--- config.mk ---
export PLATFORM = sky130hd
export DESIGN_NAME = mips_io_port
export DESIGN_NICKNAME = d
export VERILOG_FILES = /design/src/rtl/mips_io_pkg.sv /design/src/rtl/input_debouncer.sv /design/src/rtl/mips_io_port.sv
export SDC_FILE = /design/constraint.sdc
export NUM_CORES = 1
export LEC_CHECK = 0
export CAP_MARGIN = 10
export CORE_UTILIZATION = 30
export CTS_CLUSTER_SIZE = 8
export DETAILED_ROUTE_END_ITERATION = 6
export DONT_BUFFER_PORTS = 1
export GPL_ROUTABILITY_DRIVEN = 0
export HOLD_SLACK_MARGIN = 0.12
export RECOVER_POWER = 25
export SYNTH_ARGS = -nofsm -noshare
export SYNTH_HDL_FRONTEND = slang
export SYNTH_SLANG_ARGS = --single-unit
--- constraint.sdc ---
create_clock -name clk -period 4.3 [get_ports clk]
set_clock_uncertainty 0.2 [all_clocks]
set_input_delay 0.645 -clock clk [delete_from_list [all_inputs] [get_ports clk]]
set_output_delay 0.645 -clock clk [all_outputs]
set_load 0.01 [all_outputs]
--- src/rtl/mips_io_pkg.sv ---
// Shared constants for the memory-mapped I/O port: register offsets and field widths.
package mips_io_pkg;
  typedef enum logic [1:0] {
    OFF_PORT_OUT   = 2'd0,
    OFF_PORT_IN    = 2'd1,
    OFF_STATUS     = 2'd2,
    OFF_EDGE_COUNT = 2'd3
  } reg_off_e;

  localparam int STATUS_CHANGED_BIT = 0;
  localparam int EDGE_COUNT_W       = 16;
  localparam int PORT_IN_W          = 8;
  localparam int DB_CNT_W           = 8;
endpackage

--- src/rtl/input_debouncer.sv ---
// Two-flop synchronizer followed by a shared-counter debouncer across all input bits.
module input_debouncer import mips_io_pkg::*; #(
  parameter int WIDTH           = 8,
  parameter int DEBOUNCE_CYCLES = 4
) (
  input  logic             clk,
  input  logic             reset,
  input  logic [WIDTH-1:0] din,
  output logic [WIDTH-1:0] stable,
  output logic [WIDTH-1:0] sync,
  output logic             update
);
  logic [WIDTH-1:0]    meta;
  logic [DB_CNT_W-1:0] cnt;

  // High on the edge where the synchronized value is accepted into stable.
  assign update = (sync != stable) && (cnt == DB_CNT_W'(DEBOUNCE_CYCLES - 1));

  always_ff @(posedge clk or posedge reset) begin
    if (reset) begin
      meta   <= '0;
      sync   <= '0;
      stable <= '0;
      cnt    <= '0;
    end else begin
      meta <= din;
      sync <= meta;
      if (sync == stable) begin
        cnt <= '0;
      end else if (update) begin
        stable <= sync;
        cnt    <= '0;
      end else begin
        cnt <= cnt + DB_CNT_W'(1);
      end
    end
  end
endmodule

--- src/rtl/mips_io_port.sv ---
// Data-bus I/O peripheral: output latch, debounced input, sticky change flag and
// saturating rising-edge counter on PortIn[0]; reads are combinational.
module mips_io_port import mips_io_pkg::*; #(
  parameter logic [31:0] IO_BASE         = 32'h1001_0000,
  parameter int          DEBOUNCE_CYCLES = 4,
  parameter int          EDGE_W          = EDGE_COUNT_W
) (
  input  logic                 clk,
  input  logic                 reset,
  input  logic [31:0]          Address,
  input  logic [31:0]          WriteData,
  input  logic                 MemWrite,
  input  logic                 MemRead,
  output logic [31:0]          ReadData,
  output logic                 Hit,
  input  logic [PORT_IN_W-1:0] PortIn,
  output logic [31:0]          PortOut
);
  reg_off_e             off;
  logic                 wr_en, clr_changed, clr_edges, rise;
  logic                 changed;
  logic [EDGE_W-1:0]    edge_cnt;
  logic [PORT_IN_W-1:0] stable, sync;
  logic                 update;
  logic                 unused_bits;

  assign Hit         = (Address[31:4] == IO_BASE[31:4]);
  assign off         = reg_off_e'(Address[3:2]);
  assign wr_en       = Hit & MemWrite;
  assign clr_changed = wr_en && (off == OFF_STATUS) && WriteData[STATUS_CHANGED_BIT];
  assign clr_edges   = wr_en && (off == OFF_EDGE_COUNT);
  assign rise        = update & sync[0] & ~stable[0];
  assign unused_bits = ^{Address[1:0], sync[PORT_IN_W-1:1]};

  input_debouncer #(
    .WIDTH          (PORT_IN_W),
    .DEBOUNCE_CYCLES(DEBOUNCE_CYCLES)
  ) u_deb (
    .clk   (clk),
    .reset (reset),
    .din   (PortIn),
    .stable(stable),
    .sync  (sync),
    .update(update)
  );

  always_ff @(posedge clk or posedge reset) begin
    if (reset) begin
      PortOut  <= '0;
      changed  <= 1'b0;
      edge_cnt <= '0;
    end else begin
      if (wr_en && off == OFF_PORT_OUT) PortOut <= WriteData;
      // A change landing on the same edge as a clear must stay visible.
      if (update)           changed <= 1'b1;
      else if (clr_changed) changed <= 1'b0;
      if (clr_edges)
        edge_cnt <= {{(EDGE_W-1){1'b0}}, rise};
      else if (rise && edge_cnt != '1)
        edge_cnt <= edge_cnt + EDGE_W'(1);
    end
  end

  always_comb begin
    ReadData = '0;
    if (Hit && MemRead) begin
      unique case (off)
        OFF_PORT_OUT:   ReadData = PortOut;
        OFF_PORT_IN:    ReadData = 32'(stable);
        OFF_STATUS:     ReadData[STATUS_CHANGED_BIT] = changed;
        OFF_EDGE_COUNT: ReadData = 32'(edge_cnt);
      endcase
    end
  end
endmodule
Word level (Yosys, flattened, before mapping)

Cells that the tools add are included.
Widths: inputs -> output; s select.

Flip-flop bits (word level): 81
Input port bits: 76
Output and inout bits: 65
Logic and storage cells: 42

Add/sub/neg operators: 2
Equal/unequal tests: 8
Muxes and demuxes: 9
Bitwise operators: 5
Reductions and logical operators: 11

Operator list:

| operator              | number |
|---|---|
| $pmux 31 s3           | 1 |
| $mux 16               | 2 |
| $mux 32               | 1 |
| $eq 28x25->1 const B  | 1 |
| $add 16x1->16 const B | 1 |
| $mux 8                | 2 |
| $ne 16x16->1 const B  | 1 |
| $add 8x1->8 const B   | 1 |
| $eq 8x2->1 const B    | 1 |
| $eq 8x8->1            | 1 |
| $ne 8x8->1            | 1 |
| $logic_and 1x1->1     | 7 |
| $eq 2x2->1 const B    | 2 |
| $pmux 1 s4            | 1 |
| $reduce_bool 2->1     | 2 |
| $and 1x1->1           | 3 |
| $eq 2x1->1 const B    | 1 |
| $logic_not 2->1       | 1 |
| $mux 1                | 2 |
| $not 1->1             | 2 |
| $reduce_and 2->1      | 1 |

Longest topological paths before layout

Depth in word-level cells: 7
Gate-level depth with buffers: 7
Depth with buffers taken out: 6

Cells and area by module

Synthesis repeated with hierarchy kept, for this count alone.

Cell total of the unflattened synthesis: 345
Area, all modules: 3,948.8 um^2

Modules (own cells, without submodules):

| module          | instances | cells each | area an instance (um^2) | seq. area each (um^2) |
|---|---|---|---|---|
| mips_io_port    | 1         | 267        | 2,768.9                 | 1,226.2 |
| input_debouncer | 1         | 78         | 1,179.9                 | 800.8 |

Worst setup path before layout

OpenSTA, ideal clock, no wires.

Path type: input to output
Start: in Address[27]
End: out ReadData[21]
Arrival: 2,266 ps
Required time: 3,455 ps
Slack: 1,189 ps
Cell stages on the path: 6
Buffers on the path: 2
Path through: or4b_1 -> or4_1 -> buf_2 -> nor3_4 -> buf_4 -> and2_1

Longest elaborated chain between the ends: 3

Ends and longest elaborated chain:

| element            | RTL line           | text |
|---|---|---|
| start: declaration | mips_io_port.sv:10 | `input logic [31:0] Address,` |
| $eq 28x25->1       | mips_io_port.sv:27 | `assign Hit = (Address[31:4] == IO_BASE[31:4]);` |
| $logic_and 1x1->1  | mips_io_port.sv:66 | `if (Hit && MemRead) begin` |
| $mux 32            | mips_io_port.sv:66 |  |
| end: declaration   | mips_io_port.sv:14 | `output logic [31:0] ReadData,` |

No other way between the ends.

Worst setup path after layout

Start: in Address[6]
End: out ReadData[21]

Same word-level chain as after synthesis.

==> out/qor.yml <==
synthesis:
  synth.most_common_cell: "dfrtp_1"
  async_reset_ff_share_pct: 100
  synth_top_area_share_pct: 53.3
  synth_area_leaders: "dfrtp_1 53%, mux2_2 10%, nor2_1 4.7%"
  synth_common_cells: "81 x dfrtp_1, 48 x nor2_1, 34 x mux2_2"
  syn_nets: 412
  synth_top_flop_cell: "dfrtp_1"
  yosys_register_bits: 81
  synth_top_cell_by_area: "dfrtp_1"
  synth_edf_count: 0
  yosysWarnings: 0
  avgSynthCellArea_sq_um: 11.4
  syn-cell-area_sq_um: 3800
  synth.distinct_cells: 42
  yosysSeqAreaShare_pct: 53.3
  netlist_instances: 334
grt:
  grt_usage_pct: 13.7
  grt_max_degree: 51
  grt_pass1_wl_um: 13500
  grt_pass1_vias: 2548
  grt-ovfl-total: 0
  grt_antenna_before_repair: 0
detailed_routing:
  vias: 2528
  wl_um: 8750
  vias_per_cell: 4.96
  wl_met3_um: 370
  drtIter0Drc: 118
  drc: 0
  drt-met1-wl_um: 3760
  routed.top_layer: "met4"
  dr_wl_met2_um: 4510
  first_pass_iters: 4
  drtAntennaViolNets: 0
  wl_per_cell_um: 17.2
cts:
  ctsRootBufferMaster: "clkbuf_16"
  cts.sinks: 81
  postCtsHoldBufs: 0
  cts_inserted_buffers: 9
  path_clk_slew_ns: 0.06
  ctsLongestPathBuffers: 2
  h-tree-depth: 3
  cts_tree: "done"
  cts_resized: 0
  clock_latency_ns: 0.33
  post_cts_buffers: 0
pwr:
  p_sw_share_pct: 23.8
  internal-power_mw: 1.48
  combPwrFrac_pct: 10.4
  pwr-share-clk_pct: 43.1
  total_power_mw: 1.94
  leakagePower_nw: 1.84
  p_seq_share_pct: 46.6
  p_switching_mw: 0.463
  p_per_area_nw_per_um2: 451
  peakVddDrop_uv: 258
sta:
  drv_slew: 51
  hold_viol: 0
  finalSetupViolCount: 0
  setup_tns_ns: 0
  fmax_mhz: 285
  hold_slack_ns: 0.140
  tightest_slew_ns: 2.19
  timing.slew.headroom_pct: -46.5
  post-route-period-util_pct: 81.5
  rsz0062_at_grt: "no"
  min_period_ns: 3.50
die:
  die_y_um: 115
  die_w_um: 115
  io_pins: 141
  fp-row-count: 40
  dieArea_sq_um: 13100
  initial_core_util_pct: 31.2
  core_area_sq_um: 12200
finish:
  fillers: 1254
  areaGrowthSynthToFinish_pct: 13.4
  fin_nets: 415
  antenna_cells: 0
  drive_gt1_share_pct: 17.5
critical_path:
  arrival_ns: 2.66
  worstPathMaxFanout: 17
  path_class: "input pin to output pin"
  rrSetupSlack_ns: 1.74
  start_kind: "input pin"
  cp.required_ns: 3.45
  endpoint_kind: "output pin"
placement:
  dp_hpwl_um: 6480
  portBuffers: 0
min_path:
  hold_path.class: "input pin to flop"
status:
  status: "finished, violations left"
  violations: "max-capacitance violations, max-slew violations"
run:
  cap_violations: 1
cell usage in the layout (no fill, tap or decap), types with 2 or more instances in the layout:
cell	Yosys	layout
a211oi_1	5	5
a21o_1	2	2
a21oi_1	9	9
a22oi_1	8	8
and2_1	18	18
and3_1	3	3
and4_1	2	2
buf_4	4	4
bufinv_16	0	2
clkbuf_16	0	9
clkbuf_8	0	2
clkinvlp_4	0	2
dfrtp_1	81	81
ha_1	2	2
inv_1	7	6
mux2_1	6	6
mux2_2	34	34
mux2i_1	9	9
nand2_1	8	8
nand3_1	10	10
nand4_1	8	8
nor2_1	48	48
nor2b_1	3	3
nor3_1	7	7
nor3b_1	3	3
nor4_1	8	8
nor4_2	2	2
or4_1	2	2
xnor2_1	19	19
xor2_1	5	5
worst paths after layout:
kind                                         startpoint  cells after the start                  endpoint
worst max-delay path                         Address[6]                      6              ReadData[21]
worst min-delay path                          PortIn[6]                      0   u_deb.meta[6]$_DFF_PP0_
worst max register to register   u_deb.cnt[0]$_DFF_PP0_                      6  edge_cnt[13]$_DFFE_PP0P_
worst min register to register  u_deb.meta[5]$_DFF_PP0_                      0   u_deb.sync[5]$_DFF_PP0_
min in group asynchronous                         reset                      1    PortOut[6]$_DFFE_PP0P_
max in group asynchronous                         reset                      2   u_deb.sync[0]$_DFF_PP0_
registers in the layout (all words and copies together), names as in the netlist:
name,flops
PortOut,32
changed,1
edge_cnt,16
u_deb.cnt,8
u_deb.meta,8
u_deb.stable,8
u_deb.sync,8
cell type report:
type / count / area (sq um) / area share, %
sequential: 81 / 2030 / 47.0
clock buffer: 12 / 256 / 5.94
inverter: 7 / 27.5 / 0.638
clock inverter: 4 / 75.1 / 1.74
tap: 168 / 210 / 4.87
timing repair buffer: 4 / 30.0 / 0.696
multi-input combinational: 234 / 1690 / 39.1
critical path, stage by stage:
cell	delay [ns]
nor4_1	0.32
nand4_1	0.20
or4_1	0.54
buf_4	0.22
nor3_4	0.46
and2_1	0.27
power groups by stage:
stage                     sequential (mW)  combinational [mW]  clock, mW
after floorplan                     0.902               0.173          0
after global placement              0.914               0.200          0
after detailed placement            0.918               0.204          0
after CTS                           0.904               0.205      0.860
after global routing                0.921               0.230      0.890
final                               0.906               0.202      0.838
stage by stage:
| step | setup WS, ns | util [%] | cells | cell area, sq um |
|---|---|---|---|---|
| final | 0.796 | 35.3 | 510 | 4320 |
| after global routing | 0.685 | 35.3 | 510 | 4320 |
| after CTS | 0.768 | 35.3 | 510 | 4320 |
| after detailed placement | 0.776 | 32.6 | 494 | 3980 |
| after global placement | 0.867 | 32.6 | 494 | 3980 |
| after floorplan | 1.19 | - | 334 | 3800 |
logic make-up (layout without fill, tap and decap cells):
family                   after synthesis  after routing  synth area share (%)
AND/OR/NAND/NOR                      130            130                  18.5
flip-flops                            81             81                  53.3
multiplexers                          50             50                  14.8
AO/OA/AOI/OAI                         28             28                  4.87
XOR/XNOR                              24             24                  5.52
buffers and inverters                 19             27                  2.33
adder cells (fa/ha/maj)                2              2                 0.658
metal layers:
layer,vias up,track usage (%)
met3,8,3.39
met1,1270,17.3
met2,68,22.5
li1,1182,-
met4,0,5.19
met5,-,0
Note: power is estimated with default switching activity, not from simulation.
